--- config.mk ---
export PLATFORM = sky130hd
export DESIGN_NAME = multiplier_array_pipe_flat
export DESIGN_NICKNAME = d
export VERILOG_FILES = /design/src/rtl/multiplier_array_pipe_pkg.sv /design/src/rtl/multiplier_array_pipe_if.sv /design/src/rtl/multiplier_array_pipe_stage.sv /design/src/rtl/multiplier_array_pipe.sv /design/src/flat_wrapper.sv
export SDC_FILE = /design/constraint.sdc
export NUM_CORES = 1
export LEC_CHECK = 0
export BUFFER_PORTS_ARGS = -buffer_cell sky130_fd_sc_hd__buf_4
export CORE_ASPECT_RATIO = 0.5
export CORE_UTILIZATION = 40
export DETAILED_ROUTE_END_ITERATION = 8
export GPL_ROUTABILITY_DRIVEN = 0
export SETUP_SLACK_MARGIN = 0.05
export SKIP_LAST_GASP = 1
export SLEW_MARGIN = 0
export SYNTH_ARGS = -nofsm -noshare
export SYNTH_HDL_FRONTEND = slang
export SYNTH_SLANG_ARGS = --single-unit
--- constraint.sdc ---
create_clock -name clk -period 9.9 [get_ports clk]
set_input_delay 0.99 -clock clk [delete_from_list [all_inputs] [get_ports clk]]
set_output_delay 0.99 -clock clk [all_outputs]
set_load 0.01 [all_outputs]
--- src/rtl/multiplier_array_pipe_pkg.sv ---
// Shared constants and helper functions for the pipelined array multiplier.
// Stage count and latency are derived from operand width and rows folded per stage.
package multiplier_array_pkg;

  localparam int DEFAULT_WIDTH          = 8;
  localparam int DEFAULT_ROWS_PER_STAGE = 2;

  function automatic int stages(input int width, input int rows);
    return (width + rows - 1) / rows;
  endfunction

  function automatic int latency(input int width, input int rows);
    return 1 + stages(width, rows);
  endfunction

endpackage

--- src/rtl/multiplier_array_pipe_if.sv ---
// Operand/result stream bundle for the array multiplier.
// The slave modport is the multiplier's view; master is the producer/consumer side.
interface multiplier_array_pipe_if
  import multiplier_array_pkg::*;
#(
  parameter int WIDTH = DEFAULT_WIDTH
);
  logic               in_valid;
  logic               in_ready;
  logic               in_signed;
  logic [WIDTH-1:0]   a;
  logic [WIDTH-1:0]   b;
  logic               out_valid;
  logic               out_ready;
  logic [2*WIDTH-1:0] y;

  modport master (
    output in_valid, in_signed, a, b, out_ready,
    input  in_ready, out_valid, y
  );

  modport slave (
    input  in_valid, in_signed, a, b, out_ready,
    output in_ready, out_valid, y
  );
endinterface

--- src/rtl/multiplier_array_pipe_stage.sv ---
// One accumulation stage: folds NUM_ROWS partial-product rows starting at FIRST_ROW
// into the running sum and forwards the multiplier bits not yet consumed.
module multiplier_array_stage
  import multiplier_array_pkg::*;
#(
  parameter int WIDTH     = DEFAULT_WIDTH,
  parameter int FIRST_ROW = 0,
  parameter int NUM_ROWS  = DEFAULT_ROWS_PER_STAGE
) (
  input  logic               clk,
  input  logic               rst_n,
  input  logic               en,
  input  logic [2*WIDTH-1:0] up_sum,
  input  logic [WIDTH-1:0]   up_a,
  input  logic [2*WIDTH-1:0] up_b,
  input  logic               up_mode,
  input  logic               up_valid,
  output logic [2*WIDTH-1:0] sum,
  output logic [WIDTH-1:0]   a_rest,
  output logic [2*WIDTH-1:0] b_ext,
  output logic               mode,
  output logic               valid
);
  localparam int W2 = 2 * WIDTH;

  logic [W2-1:0]    term [NUM_ROWS];
  logic [W2-1:0]    sum_next;
  logic [W2-1:0]    sum_reg;
  logic [WIDTH-1:0] a_reg;
  logic [W2-1:0]    b_reg;
  logic             mode_reg;
  logic             valid_reg;

  // up_a is already shifted so that its bit 0 is row FIRST_ROW.
  generate
    for (genvar gi = 0; gi < NUM_ROWS; gi++) begin : g_row
      assign term[gi] = up_a[gi] ? (up_b << (FIRST_ROW + gi)) : '0;
    end
  endgenerate

  // The operand MSB carries weight -2^(WIDTH-1) in signed mode, so that row is subtracted.
  always_comb begin
    sum_next = up_sum;
    for (int j = 0; j < NUM_ROWS; j++) begin
      if (up_mode && (FIRST_ROW + j == WIDTH - 1)) begin
        sum_next = sum_next - term[j];
      end else begin
        sum_next = sum_next + term[j];
      end
    end
  end

  always_ff @(posedge clk or negedge rst_n) begin
    if (!rst_n) begin
      sum_reg   <= '0;
      a_reg     <= '0;
      b_reg     <= '0;
      mode_reg  <= 1'b0;
      valid_reg <= 1'b0;
    end else if (en) begin
      sum_reg   <= sum_next;
      a_reg     <= up_a >> NUM_ROWS;
      b_reg     <= up_b;
      mode_reg  <= up_mode;
      valid_reg <= up_valid;
    end
  end

  assign sum    = sum_reg;
  assign a_rest = a_reg;
  assign b_ext  = b_reg;
  assign mode   = mode_reg;
  assign valid  = valid_reg;
endmodule

--- src/rtl/multiplier_array_pipe.sv ---
// Pipelined shift-and-add array multiplier with valid/ready handshake and signed mode.
// Stage 0 captures operands; a chain of accumulation stages folds ROWS_PER_STAGE rows each.
module multiplier_array_pipe
  import multiplier_array_pkg::*;
#(
  parameter int WIDTH          = DEFAULT_WIDTH,
  parameter int ROWS_PER_STAGE = DEFAULT_ROWS_PER_STAGE
) (
  input logic                    clk,
  input logic                    rst_n,
  multiplier_array_pipe_if.slave bus
);
  localparam int S  = stages(WIDTH, ROWS_PER_STAGE);
  localparam int W2 = 2 * WIDTH;

  logic             stall;
  logic             advance;
  logic [W2-1:0]    b_ext_next;
  logic [WIDTH-1:0] a_reg;
  logic [W2-1:0]    b_reg;
  logic             mode_reg;
  logic             valid_reg;

  logic [W2-1:0]    sum_c   [S+1];
  logic [WIDTH-1:0] a_c     [S+1];
  logic [W2-1:0]    b_c     [S+1];
  logic             mode_c  [S+1];
  logic             valid_c [S+1];

  // Stalls freeze the whole pipe, bubbles included, so ready depends only on the tail.
  assign stall        = valid_c[S] & ~bus.out_ready;
  assign advance      = ~stall;
  assign bus.in_ready = advance;

  assign b_ext_next = bus.in_signed ? {{WIDTH{bus.b[WIDTH-1]}}, bus.b}
                                    : {{WIDTH{1'b0}}, bus.b};

  always_ff @(posedge clk or negedge rst_n) begin
    if (!rst_n) begin
      a_reg     <= '0;
      b_reg     <= '0;
      mode_reg  <= 1'b0;
      valid_reg <= 1'b0;
    end else if (advance) begin
      valid_reg <= bus.in_valid;
      if (bus.in_valid) begin
        a_reg    <= bus.a;
        b_reg    <= b_ext_next;
        mode_reg <= bus.in_signed;
      end
    end
  end

  assign sum_c[0]   = '0;
  assign a_c[0]     = a_reg;
  assign b_c[0]     = b_reg;
  assign mode_c[0]  = mode_reg;
  assign valid_c[0] = valid_reg;

  // The final stage absorbs whatever rows remain when WIDTH is not a multiple of R.
  generate
    for (genvar gi = 0; gi < S; gi++) begin : g_stage
      localparam int FIRST = gi * ROWS_PER_STAGE;
      localparam int NUM   = (gi == S - 1) ? (WIDTH - (S - 1) * ROWS_PER_STAGE)
                                           : ROWS_PER_STAGE;
      multiplier_array_stage #(
        .WIDTH     (WIDTH),
        .FIRST_ROW (FIRST),
        .NUM_ROWS  (NUM)
      ) u_stage (
        .clk      (clk),
        .rst_n    (rst_n),
        .en       (advance),
        .up_sum   (sum_c[gi]),
        .up_a     (a_c[gi]),
        .up_b     (b_c[gi]),
        .up_mode  (mode_c[gi]),
        .up_valid (valid_c[gi]),
        .sum      (sum_c[gi+1]),
        .a_rest   (a_c[gi+1]),
        .b_ext    (b_c[gi+1]),
        .mode     (mode_c[gi+1]),
        .valid    (valid_c[gi+1])
      );
    end
  endgenerate

  assign bus.y         = sum_c[S];
  assign bus.out_valid = valid_c[S];
endmodule

--- src/flat_wrapper.sv ---
// flat-port wrapper written by rule: the top's interface ports become plain ports
module multiplier_array_pipe_flat import multiplier_array_pkg::*;
#(
  parameter int WIDTH          = DEFAULT_WIDTH,
  parameter int ROWS_PER_STAGE = DEFAULT_ROWS_PER_STAGE
)
  (clk, rst_n, bus_in_valid, bus_in_signed, bus_a, bus_b, bus_out_ready, bus_in_ready, bus_out_valid, bus_y);
  multiplier_array_pipe_if #(.WIDTH(WIDTH)) bus_i ();
  input logic clk;
  input logic rst_n;
  input wire logic [$bits(bus_i.in_valid)-1:0] bus_in_valid;
  input wire logic [$bits(bus_i.in_signed)-1:0] bus_in_signed;
  input wire logic [$bits(bus_i.a)-1:0] bus_a;
  input wire logic [$bits(bus_i.b)-1:0] bus_b;
  input wire logic [$bits(bus_i.out_ready)-1:0] bus_out_ready;
  output wire logic [$bits(bus_i.in_ready)-1:0] bus_in_ready;
  output wire logic [$bits(bus_i.out_valid)-1:0] bus_out_valid;
  output wire logic [$bits(bus_i.y)-1:0] bus_y;
  assign bus_i.in_valid = bus_in_valid;
  assign bus_i.in_signed = bus_in_signed;
  assign bus_i.a = bus_a;
  assign bus_i.b = bus_b;
  assign bus_i.out_ready = bus_out_ready;
  assign bus_in_ready = bus_i.in_ready;
  assign bus_out_valid = bus_i.out_valid;
  assign bus_y = bus_i.y;
  multiplier_array_pipe #(.WIDTH(WIDTH), .ROWS_PER_STAGE(ROWS_PER_STAGE)) u_core (.clk(clk), .rst_n(rst_n), .bus(bus_i));
endmodule
==> results of run 1 <==
[area by class of cell]
cell class | instances | area [um2]
fill | 1814 | 9820
multi-input combinational | 659 | 4240
sequential | 129 | 3230
clock buffer | 17 | 425
tap | 259 | 324
timing repair buffer | 42 | 315
inverter | 71 | 268
clock inverter | 15 | 170
[critical path, cell delays in order (launching register included)]
cell	delay [ps]
dfrtp_1	480
and2_1	190
ha_1	200
fa_1	400
a21o_1	170
a21oi_1	230
o21bai_1	90
a21oi_1	210
xnor2_1	150
ha_1	280
nor2b_1	140
a311o_1	390
a21oi_1	190
xor2_1	150
o21ai_0	90
[stage by stage]
stage / hold slack (ps) / area (um2) / cells
floorplan: 430 / 7850 / 892
finish: 465 / 8970 / 1192
detailed placement: 455 / 8370 / 1160
global placement: 445 / 8370 / 1160
global route: 495 / 8970 / 1192
CTS: 470 / 8970 / 1192
[cells in the final DEF (no fill, tap or decap), drive strengths merged, types with 4 or more instances in the layout]
cell type	count
o21ai	31
and2	31
dfrtp	129
mux2	17
inv	78
xor2	18
nor3	12
nand2	261
nand2b	9
clkbuf	17
nor3b	4
nand3	5
xnor2	21
and3	5
nor2	46
nor2b	8
clkinv	6
fa	26
ha	53
o31ai	13
a211oi	9
buf	42
a21oi	46
o21a	8
a21o	12
[routing by layer]
layer | global-route usage [%] | wire (um)
met1 | 23.9 | 8350
met2 | 25.6 | 6570
met3 | 3.38 | 398
met4 | 6.40 | 257
met5 | 0 | 0
[cell families after synthesis]
kind of cell / count (synthesis)
fa+ha+maj: 79
simple gates: 387
mux: 19
buf+inv: 104
compound gates: 135
flops: 129
xor+xnor: 39
[path summary, 6_finish.rpt]
| path | start | endpoint | slack (ps) | depth (start not counted) |
|---|---|---|---|---|
| max in group asynchronous | rst_n | u_core.g_stage[2].u_stage.mode$_DFFE_PN0N_ | 7970 | 2 |
| worst max-delay path | u_core.g_stage[2].u_stage.a_rest[0]$_DFFE_PN0N_ | u_core.g_stage[3].u_stage.sum[14]$_DFFE_PN0N_ | 6380 | 14 |
| min in group asynchronous | rst_n | u_core.g_stage[0].u_stage.sum[9]$_DFFE_PN0N_ | 700 | 1 |
| worst min register to register | u_core.g_stage[1].u_stage.valid$_DFFE_PN0N_ | u_core.g_stage[1].u_stage.valid$_DFFE_PN0N_ | 470 | 2 |
| worst min-delay path | u_core.g_stage[1].u_stage.valid$_DFFE_PN0N_ | u_core.g_stage[1].u_stage.valid$_DFFE_PN0N_ | 470 | 2 |
| worst max register to register | u_core.g_stage[2].u_stage.a_rest[0]$_DFFE_PN0N_ | u_core.g_stage[3].u_stage.sum[14]$_DFFE_PN0N_ | 6380 | 14 |
==> flow_summary.json, run 1 <==
{
  "hp-class": "flip-flop to flip-flop",
  "setup_viol_count_final": 0,
  "rsz0062_at_grt": "false",
  "postCtsSetupRepairBufs": 0,
  "largest_register_ff_count": 64,
  "die_h_um": 101,
  "finalCriticalPeriod_ps": 3520,
  "routed_wl_um": 15600,
  "grt_pass1_vias": 5720,
  "ant_nets": 0,
  "drc_errors": 0,
  "report.final.slew_viol_count": 0,
  "hold_violations": 0,
  "postSynthAreaPerCell_um2": 8.80,
  "clock_sinks": 129,
  "ctsHtreeMaxLevel": 4,
  "die-area_um2": 20200,
  "synth_compound_area_share_pct": 10.8,
  "drv_cap": 0,
  "dp_slack_ps": 6390,
  "worst_slack_ps": 6380,
  "fp.dieW_um": 200,
  "fin_tns_setup_ps": 0,
  "dr_total_vias": 5734,
  "synth-main-ff-cell": "dfrtp_1",
  "synth-edff-count": 0,
  "antenna_found_initial": 0,
  "synth-adder-area-share_pct": 15.1,
  "fp-row-count": 35,
  "synth_cell_type_count": 43,
  "synth-simple-area-share_pct": 20.9,
  "seq_area_frac_synth_pct": 41.1,
  "grt_max_degree": 93,
  "post-route-period-util_pct": 35.6,
  "syn_area_um2": 7850,
  "path_clk_slew_ps": 60,
  "worstMarginPinSlew_ps": 1010,
  "synthArstFlopShare_pct": 100,
  "drt-initial-drc-count": 393,
  "final_util_pct": 47.7,
  "first_pass_iters": 4,
  "root_buffer": "clkbuf_16",
  "yosys-mux-area-fraction_pct": 2.69,
  "n_antenna_cell": 0,
  "synth_warnings": 0,
  "synth_top_cell_area_share_pct": 41.1,
  "grt_pass1_wl_um": 26900,
  "critPathMaxFanout": 11,
  "synth_top_cell_by_area": "dfrtp_1",
  "gr-total-overflow": 0,
  "area_growth_pct": 14.3,
  "start_kind": "flip-flop",
  "fmax_mhz": 284,
  "final_layout_size_suffix_gt1_share_pct": 10.4,
  "syn_nets": 992,
  "start_util_pct": 41.8,
  "relSlewSlack_pct": 32.6,
  "nets": 1020,
  "wl_per_cell_um": 13.1,
  "ys_seq_elements": 129,
  "io_buffers": 38,
  "cts.path.max_buffers": 2,
  "post_cts_resize_count": 0,
  "worstPathRequired_ps": 10180,
  "crit_path_end_kind": "flip-flop",
  "tritoncts": "done",
  "synth_cells": 892,
  "core-area_um2": 18800,
  "cts_hold_buf": 0,
  "status": "finished, final reports clean",
  "arrival_ps": 3800,
  "synthTopCellsByArea": "dfrtp_1 (41%), nand2_1 (12%), ha_1 (8.5%)",
  "dp_hpwl_um": 11200,
  "grt_usage_pct": 16.9,
  "worst-setup-path-type": "flip-flop to flip-flop",
  "synth_commonest_cells": "nand2_1 (261), dfrtp_1 (129), inv_1 (70)",
  "synth.most_common_cell": "nand2_1",
  "synth_xor_area_share_pct": 4.35,
  "ios": 39,
  "skew_ps": 8.22,
  "insertion_delay_ps": 430,
  "viasPerCell": 4.81,
  "cts_buffers": 17,
  "synth_top_family_by_area": "simple AND/OR/NAND/NOR gates"
}
Power of run 1 is left out: the tool's default activity adds up to more than one toggle a clock period on the data nets, which glitch-free logic cannot reach.
==> run 2: changes to the inputs <==
- clock period: 9.9 -> 3.4 ns (I/O delays scaled with it)
==> flow_summary.json, run 2 (synthesized netlist as in run 1, its figures left out) <==
{
  "wl_met2_um": 7230,
  "rsz0062_at_grt": "false",
  "worstPathRequired_ps": 3670,
  "hold_violations": 0,
  "drv_cap": 0,
  "fp-row-count": 35,
  "clock_sinks": 129,
  "n_fill_cell": 1785,
  "cts.path.max_buffers": 2,
  "viasPerCell": 4.90,
  "drt-initial-drc-count": 328,
  "grt_max_degree": 66,
  "final_common_cell": "nand2_1",
  "met3_length_um": 543,
  "grt_pass1_wl_um": 28300,
  "setup_viol_count_final": 0,
  "top_layer_used": "met4",
  "path_cells": "buf_4 -> and2_1 -> ha_1 -> nor2b_1 -> a311o_1 -> xor2_1 -> ha_1 -> a21oi_1 -> nor2b_1 -> a311o_1 -> a21oi_2 -> xor2_1 -> o21ai_0",
  "ctsHtreeMaxLevel": 4,
  "grt_usage_pct": 17.8,
  "ios": 39,
  "fmax_mhz": 314,
  "nets": 1030,
  "final_util_pct": 48.5,
  "critPathMaxFanout": 9,
  "io_buffers": 38,
  "area_growth_pct": 16.0,
  "core-area_um2": 18800,
  "start_util_pct": 41.8,
  "cpMaxStageDelayCell": "a311o_1",
  "wl_per_cell_um": 13.4,
  "fp.dieW_um": 200,
  "path_clk_slew_ps": 70,
  "n_antenna_cell": 0,
  "root_buffer": "clkbuf_16",
  "finalCriticalPeriod_ps": 3190,
  "fin_tns_setup_ps": 0,
  "first_pass_iters": 5,
  "worst-setup-path-type": "flip-flop to flip-flop",
  "crit_path_end_kind": "flip-flop",
  "wl_met1_um": 8210,
  "final_layout_size_suffix_gt1_share_pct": 12.1,
  "dr_total_vias": 5888,
  "worst_path_largest_cell_delay_ps": 400,
  "status": "finished, final reports clean",
  "arrival_ps": 3460,
  "routed_wl_um": 16100,
  "die_h_um": 101,
  "die-area_um2": 20200,
  "post-route-period-util_pct": 93.7,
  "insertion_delay_ps": 410,
  "most-common-layout-cells": "nand2_1 (261), dfrtp_1 (128), inv_1 (70)",
  "start_kind": "flip-flop",
  "gr-total-overflow": 0,
  "report.final.slew_viol_count": 0,
  "largest_register_ff_count": 64,
  "seq_area_um2": 3230,
  "antenna_found_initial": 0,
  "cts_buffers": 17,
  "grt_pass1_vias": 6007,
  "multi_input_area_um2": 4270,
  "drc_errors": 0,
  "relSlewSlack_pct": 47.0,
  "ant_nets": 0,
  "skew_ps": 10.2,
  "worstMarginPinSlew_ps": 793,
  "hp-class": "input pin to flip-flop",
  "dp_hpwl_um": 11600,
  "tritoncts": "done"
}
## run 2: worst paths after layout
path | startpoint | endpoint | slack, ps | cells past startpoint
hold / removal | bus_a[3] | u_core.a_reg[3]$_DFFE_PN0P_ | 150 | 2
max in group asynchronous | rst_n | u_core.g_stage[1].u_stage.valid$_DFFE_PN0N_ | 2110 | 3
min in group asynchronous | rst_n | u_core.b_reg[14]$_DFFE_PN0P_ | 510 | 2
setup reg to reg | u_core.g_stage[2].u_stage.a_rest[0]$_DFFE_PN0N_ | u_core.g_stage[3].u_stage.sum[14]$_DFFE_PN0N_ | 210 | 13
hold reg to reg | u_core.g_stage[2].u_stage.valid$_DFFE_PN0N_ | u_core.g_stage[2].u_stage.valid$_DFFE_PN0N_ | 460 | 2
setup / recovery | u_core.g_stage[2].u_stage.a_rest[0]$_DFFE_PN0N_ | u_core.g_stage[3].u_stage.sum[14]$_DFFE_PN0N_ | 210 | 13
## run 2: final cells by class
type / instances / area share [%]
inverter: 71 / 2.94
multi-input combinational: 659 / 46.9
sequential: 129 / 35.5
timing repair buffer: 52 / 4.45
tap: 259 / 3.56
clock inverter: 14 / 1.84
clock buffer: 18 / 4.82
## run 2: what timing repair did
| action | in CTS | in global routing |
|---|---|---|
| setup endpoints to repair | 2 | 4 |
| hold buffers | 1 | 0 |
| buffers inserted | 0 | 2 |
| pin swaps | 0 | 3 |
| resized for setup | 2 | 8 |
| endpoints found under the hold margin | 6 | 0 |
## run 2: layer usage
| layer | vias up | GRT usage [%] |
|---|---|---|
| li1 | 2986 | - |
| met1 | 2809 | 24.5 |
| met2 | 83 | 28.8 |
| met3 | 10 | 3.18 |
| met4 | 0 | 5.05 |
| met5 | - | 0 |
## run 2: metrics by stage
stage / setup slack (ps) / hold slack (ps) / instance area (um2) / std cells
2_1_floorplan: 94.6 / 44.4 / 7850 / 892
3_3_place_gp: 72.6 / 434 / 8440 / 1167
3_5_place_dp: -21.5 / 445 / 8440 / 1167
4_1_cts: 53.5 / 140 / 9060 / 1200
5_1_grt: 51.2 / 140 / 9100 / 1202
6_report: 213 / 154 / 9100 / 1202
## run 2: critical path, delay by kind of cell, from the launching register on
family	cells	cell delay, ps
DFF	1	380
buffers and inverters	1	160
adders and majority gates	2	640
AOI/OAI and AO/OA	5	1190
xor gates and xnor gates	2	330
and+or+nand+nor	3	360
Power of run 2 is left out for the same reason.
